### src/rtl/gate_vec_seq.sv
// Vector counter and settle wait counter; stim advances only on request.
// Zero latency on stim/last_vec, settle_done is combinational from the wait count.
module gate_vec_seq #(
  parameter int N_IN   = 3,
  parameter int SETTLE = 2
) (
  input  logic            clk,
  input  logic            rst,
  input  logic            clear,
  input  logic            advance,
  input  logic            wait_en,
  output logic [N_IN-1:0] stim,
  output logic            last_vec,
  output logic            settle_done
);

  localparam logic [3:0] SETTLE_LAST = 4'((SETTLE == 0) ? 0 : SETTLE - 1);

  logic [3:0] wait_cnt;

  always_ff @(posedge clk) begin
    if (rst || clear) begin
      stim <= '0;
    end else if (advance) begin
      stim <= stim + N_IN'(1);
    end
  end

  // Wait count restarts every time the APPLY phase is left.
  always_ff @(posedge clk) begin
    if (rst || !wait_en) begin
      wait_cnt <= '0;
    end else begin
      wait_cnt <= wait_cnt + 4'd1;
    end
  end

  assign last_vec    = (stim == {N_IN{1'b1}});
  assign settle_done = (wait_cnt == SETTLE_LAST);

endmodule

### config.mk
export PLATFORM = sky130hd
export DESIGN_NAME = gate_vec_seq
export DESIGN_NICKNAME = d
export VERILOG_FILES = /design/src/rtl/gate_vec_seq.sv
export SDC_FILE = /design/constraint.sdc
export NUM_CORES = 1
export LEC_CHECK = 0
export ABC_AREA = 1
export BUFFER_PORTS_ARGS = -buffer_cell sky130_fd_sc_hd__buf_2
export CAP_MARGIN = 20
export CORE_AREA = 4 4 41 43
export DETAILED_ROUTE_END_ITERATION = 10
export DIE_AREA = 0 0 45 47
export SLEW_MARGIN = 10
export SYNTH_ARGS = -nofsm -noshare
export SYNTH_HDL_FRONTEND = slang
export SYNTH_SLANG_ARGS = --single-unit
### constraint.sdc
create_clock -name clk -period 0.95 [get_ports clk]
set_input_delay 0.19 -clock clk [delete_from_list [all_inputs] [get_ports clk]]
set_output_delay 0.19 -clock clk [all_outputs]
set_load 0.01 [all_outputs]
==> results of run 1 <==
[cell type report]
type                            instances  area, sq um
Fill cell                             146        757.0
Multi-Input combinational cell         26        202.7
Sequential cell                         7        151.4
Timing Repair Buffer                   15        126.4
Clock buffer                            4        26.28
Inverter                                5        18.77
Tap cell                               15        18.77
[path summary, 6_finish.rpt]
kind / startpoint / to / slack (ns)
setup / recovery: stim[0]$_SDFFE_PP0P_ / last_vec / -0.25
hold / removal: advance / stim[1]$_SDFFE_PP0P_ / 0.22
setup reg to reg: stim[0]$_SDFFE_PP0P_ / stim[2]$_SDFFE_PP0P_ / -0.04
hold reg to reg: stim[2]$_SDFFE_PP0P_ / stim[2]$_SDFFE_PP0P_ / 0.52
[per-layer routing]
layer | global-route usage [%] | vias to the layer above | part of all wire [%]
met5 | 0 | - | 0
met4 | 5.263 | 0 | 0.60
met3 | 3.831 | 2 | 8.5
met2 | 10.45 | 10 | 47
met1 | 8.945 | 134 | 43
li1 | - | 156 | -
[sequential cells by signal (all words and copies together) (netlist names)]
name	count
wait_cnt	4
stim	3
[repair_timing]
action	in CTS	in global routing
hold buffers	0	0
gates resized for setup	7	13
pin swaps	2	3
setup buffers	2	2
setup endpoints to repair	5	8
[per-stage QoR]
stage	worst slack [ns]	hold slack, ns	total power, mW	instance area (sq um)
floorplan	0.009227	0.3205	0.3405	340.3
global placement	0.003669	0.4540	0.3677	426.7
detailed placement	-0.007259	0.4595	0.3691	426.7
CTS	-0.2441	0.1972	0.6473	494.2
global route	-0.3091	0.2023	0.6884	544.3
finish	-0.2507	0.2151	0.6435	544.3
[logic make-up after synthesis]
family / Yosys count / share of synthesized area, %
fa+ha+maj: 4 / 16.00
xor+xnor: 1 / 2.801
flops: 7 / 44.80
compound gates: 3 / 6.001
buf+inv: 5 / 5.997
simple gates: 18 / 24.40
[report_power, final]
part	internal, mW	switching, mW	leakage, nW
logic	0.0436	0.0331	0.158
clock network	0.160	0.101	0.0150
registers	0.298	0.00775	0.0597
[worst min-delay path, delay by kind of cell]
kind / cells / cell delay (ns)
buffers and inverters: 1 / 0.12
AND/OR/NAND/NOR: 1 / 0.05
AO/OA/AOI/OAI: 1 / 0.05
[synth_stat cells]
cell	instances
nand2_1	8
dfxtp_1	7
nor2_1	6
ha_1	4
inv_1	4
a21oi_1	2
a21oi_2	1
inv_2	1
nand3_1	1
nand4_1	1
or2_1	1
or2_2	1
xnor2_1	1
==> results.toml, run 1 <==
[synthesis]
synth_top_area_share_pct = 44.80
ys_ff_latch = 7
yosys.area.top_type = "dfxtp_1"
netlist_top_cells_area = "dfxtp_1 45%, ha_1 16%, nand2_1 9.6%, nor2_1 7.2%, inv_1 4.8%"
ys_seq_area_share_pct = 44.80
syn_nets = 47
synth_cell_type_count = 13
syn_inst = 38
syn_avg_cell_area_sq_um = 8.232
yosys_warnings = 0
netlist_area_sq_um = 312.8

[timing]
setup_slack_ns = -0.2507
max_slew.worst_pin.slew_ns = 0.1587
setup_viol = 7
grt_setup_unrepaired = "true"
fmax_mhz = 832.9
clock_skew_ns = 0.001362
maxSlewViolCount = 0
min_period_over_period_pct = 126.4
setup_tns_ns = -0.6618
slew_headroom_pct = 89.41
finalCriticalPeriod_ns = 1.201
hold_viol = 0

[floorplanning]
start_util_pct = 24.04
die_y_um = 47
pin_count = 10
die_area_sq_um = 2115
die_x_um = 45
rows = 13
coreArea_sq_um = 1301

[critical_path]
cp_slowest_cell = "dfxtp_4"
critPathMaxStageDelay_ns = 0.35
worst-path-buf-inv = 1
reg2reg_depth = 4
crit_path_start_kind = "flop"
crit_family = "flip-flops"
path_depth = 3
worstPathRequired_ns = 0.76
cp_cell_sequence = "ha_4 -> ha_4 -> buf_6"
arrival_ns = 1.01
path_class = "reg -> out"
crit_top_cell = "ha_4"
cp_max_fo = 2
endpoint_kind = "output pin"

[clocking]
root_buffer = "clkbuf_4"
clk_latency_ns = 0.24
cts_buffers = 3
clk_path_buf_depth = 2
htreeDepth = 1
cts_sinks = 7
path_clk_slew_ns = 0.05
cts_tree = "done"

[place]
place_congestion = 0.7068
port_buffers = 9
placed_cells = 65
dpl.hpwl_um = 470.1

[grt]
grt.total_usage_pct = 7.528
grt_pass1_vias = 273
grt_max_degree = 5
antenna_found_initial = 0
grt_pass1_wl_mm = 1.104
grt_overflow = 0

[pwr]
p_per_area_nw_per_um2 = 1182
vdd_ir_drop_max_mv = 0.6305
power.leakage_nw = 0.2326

[layout]
antennaDiodeCount = 0
layout_commonest_cell = "buf_6"
finish.utilization_pct = 41.83
fin_cells = 72
areaGrowthSynthToFinish_pct = 74.00
nets = 67
drive_gt1_share_pct = 59.65
final_cell_mix = "7 x buf_6, 6 x nor2_1, 6 x nand2_1"

[status]
outcome = "complete, but fails checks"
violations = "setup timing"

[worst_hold_path]
hold_depth = 3
min_path_type = "in -> reg"

[detailed_routing]
totalWireLength_um = 670
ant_nets = 0
viasPerCell = 4.194
drt_iter0_drc = 2
wl_per_cell_um = 9.306
drc = 0
dr.pass1.iters = 2
vias = 302

[job]
drv_cap = 0
No activity file was read; power rests on OpenSTA's default activity.
==> run 2: changes to the inputs <==
--- a/config.mk
+++ b/config.mk
@@ -5,7 +5,6 @@
 export SDC_FILE = /design/constraint.sdc
 export NUM_CORES = 1
 export LEC_CHECK = 0
-export ABC_AREA = 1
 export BUFFER_PORTS_ARGS = -buffer_cell sky130_fd_sc_hd__buf_2
 export CAP_MARGIN = 20
 export CORE_AREA = 4 4 41 43
==> results.toml, run 2 <==
[critical_path]
crit_family = "flip-flops"
arrival_ns = 1.03
crit_end = "settle_done"
path_depth = 4
rr_endpoint = "stim[2]$_SDFFE_PP0P_"
timing.rr.start = "stim[0]$_SDFFE_PP0P_"
crit_start = "wait_cnt[1]$_SDFF_PP0_"
path_class = "reg -> out"
cp_slowest_cell = "dfxtp_2"
crit_path_start_kind = "flop"
worst-path-buf-inv = 2
critPathMaxStageDelay_ns = 0.33
worstPathRequired_ns = 0.76
worst-r2r-setup-slack_ns = -0.09
endpoint_kind = "output pin"
reg2reg_depth = 4
cp_cell_sequence = "inv_2 -> ha_4 -> nor3b_2 -> buf_2"
cp_max_fo = 2

[synthesis]
yosys_warnings = 0
synth_edf_count = 0
ys_ff_latch = 7
netlist_top_cells_area = "dfxtp_1 46%, ha_1 17%, mux2i_1 9.9%, xnor2_1 5.8%, nor3_1 5.0%"
yosys.area.top_type = "dfxtp_1"
synth-main-ff-cell = "dfxtp_1"
post-synth-top-count-cell = "dfxtp_1"
synth_cell_type_count = 12
synth_top_area_share_pct = 46.28
syn_inst = 28
netlist_top_cells_count = "7 x dfxtp_1, 4 x ha_1, 3 x mux2i_1, 3 x nor2_1, 3 x nor3_1"
syn_avg_cell_area_sq_um = 10.81
syn_nets = 37
ys_seq_area_share_pct = 46.28
async_flop_share_pct = 0
netlist_area_sq_um = 302.8

[detailed_routing]
drt_iter0_drc = 1
wl_per_cell_um = 10.25
viasPerCell = 4.246
dr.pass1.iters = 2
ant_nets = 0
totalWireLength_um = 625
drc = 0
vias = 259

[floorplanning]
rows = 13
die_area_sq_um = 2115
pin_count = 10
coreArea_sq_um = 1301
die_y_um = 47
die_x_um = 45
start_util_pct = 23.27

[place]
placed_cells = 56
postPlaceCellArea_sq_um = 429.2
port_buffers = 9
place_congestion = 0.7125

[layout]
fin_cells = 61
drive_gt1_share_pct = 60.87
areaGrowthSynthToFinish_pct = 73.97
layout_commonest_cell = "buf_6"
fillers = 142
final_cell_mix = "6 x buf_6, 5 x buf_2, 4 x ha_4, 4 x dfxtp_2"
antennaDiodeCount = 0
nets = 56
largest-register = "wait_cnt"
finish.utilization_pct = 40.48
fin_area_sq_um = 526.8
largestRegisters = "wait_cnt (4), stim (3)"
largest_register_ffs = 4

[grt]
grt_pass1_vias = 279
grt_overflow = 0
grt.total_usage_pct = 7.838
grt_pass1_wl_mm = 1.083
antenna_found_initial = 0
grt_max_degree = 7

[status]
outcome = "complete, but fails checks"
violations = "setup timing"

[timing]
maxSlewViolCount = 0
fmax_mhz = 822.2
clock_skew_ns = 0.00008468
hold_viol = 0
max_slew.worst_pin.slew_ns = 0.1651
slew_headroom_pct = 88.91
min_period_over_period_pct = 128.0
setup_viol = 5
finalCriticalPeriod_ns = 1.216
setup_slack_ns = -0.2662
grt_setup_unrepaired = "true"

[pwr]
power.leakage_nw = 0.2250
vdd_ir_drop_max_mv = 0.5950
p_seq_share_pct = 47.5
netSwitchingPower_uw = 144.5
swShare_pct = 22.26
p_clk_share_pct = 41.0
p_int_uw = 504.6
p_per_area_nw_per_um2 = 1232
combinationalPowerShare_pct = 11.5

[clocking]
htreeDepth = 1
root_buffer = "clkbuf_4"
cts_buffers = 3
cts_tree = "done"
path_clk_slew_ns = 0.05
clk_latency_ns = 0.25
cts_sinks = 7
clk_path_buf_depth = 2

[job]
drv_cap = 0

[worst_hold_path]
min_path_type = "in -> reg"
[run 2: cell types whose count changed after synthesis, moves of 2 or more]
cell | previous run | this run
nor3_1 | 0 | 3
mux2i_1 | 0 | 3
inv_1 | 4 | 1
a21oi_1 | 2 | 0
nand2_1 | 8 | 0
nor2_1 | 6 | 3
[run 2: worst min path at each step]
stage                     startpoint  slack [ns]              endpoint  cells after the start
final                          clear        0.14  stim[2]$_SDFFE_PP0P_                      2
after global routing           clear        0.14  stim[2]$_SDFFE_PP0P_                      2
after CTS                      clear        0.13  stim[2]$_SDFFE_PP0P_                      2
after detailed placement       clear        0.39  stim[0]$_SDFFE_PP0P_                      2
after global placement         clear        0.39  stim[0]$_SDFFE_PP0P_                      2
after floorplan                  rst        0.26  stim[0]$_SDFFE_PP0P_                      1
[run 2: power groups by stage]
stage	logic [mW]	clock network (mW)	registers, mW
floorplan	0.0237	0	0.316
global placement	0.0607	0	0.314
detailed placement	0.0611	0	0.314
CTS	0.0742	0.282	0.308
global route	0.0844	0.301	0.309
finish	0.0747	0.266	0.308
[run 2: metal layers]
layer	wire [um]	track usage (%)
met5	0	0
met4	0	5.263
met3	57	5.747
met2	313	12.43
met1	255	7.094
[run 2: timing repair]
item                       4_1_cts  5_1_grt
hold buffers                     0        0
buffers inserted                 1        1
setup endpoints to repair        7        8
gates resized for setup         13        3
[run 2: kinds of logic (layout without fill, tap and decap cells)]
family / after synthesis / after routing / synth area share, %
DFF: 7 / 7 / 46.28
and+or+nand+nor: 11 / 11 / 20.25
muxes: 3 / 3 / 9.918
xor gates and xnor gates: 2 / 2 / 5.786
adders and majority gates: 4 / 4 / 16.53
buffers and inverters: 1 / 19 / 1.238
[run 2: final cells by class]
cell class / count / area, sq um / share of cell area, %
Timing Repair Buffer: 14 / 115.1 / 21.85
Sequential cell: 7 / 148.9 / 28.27
Multi-Input combinational cell: 20 / 214.0 / 40.62
Tap cell: 15 / 18.77 / 3.563
Clock buffer: 4 / 26.28 / 4.988
Inverter: 1 / 3.754 / 0.7126
[run 2: per-stage QoR]
step | TNS (ns) | total power [mW] | hold WS (ns) | worst slack, ns
global route | -0.9605 | 0.6941 | 0.1358 | -0.3163
global placement | -0.1037 | 0.3744 | 0.3931 | -0.06790
detailed placement | -0.1294 | 0.3752 | 0.3935 | -0.08881
finish | -0.7147 | 0.6491 | 0.1353 | -0.2662
floorplan | -0.06397 | 0.3399 | 0.2592 | -0.06397
CTS | -0.8132 | 0.6649 | 0.1289 | -0.2854
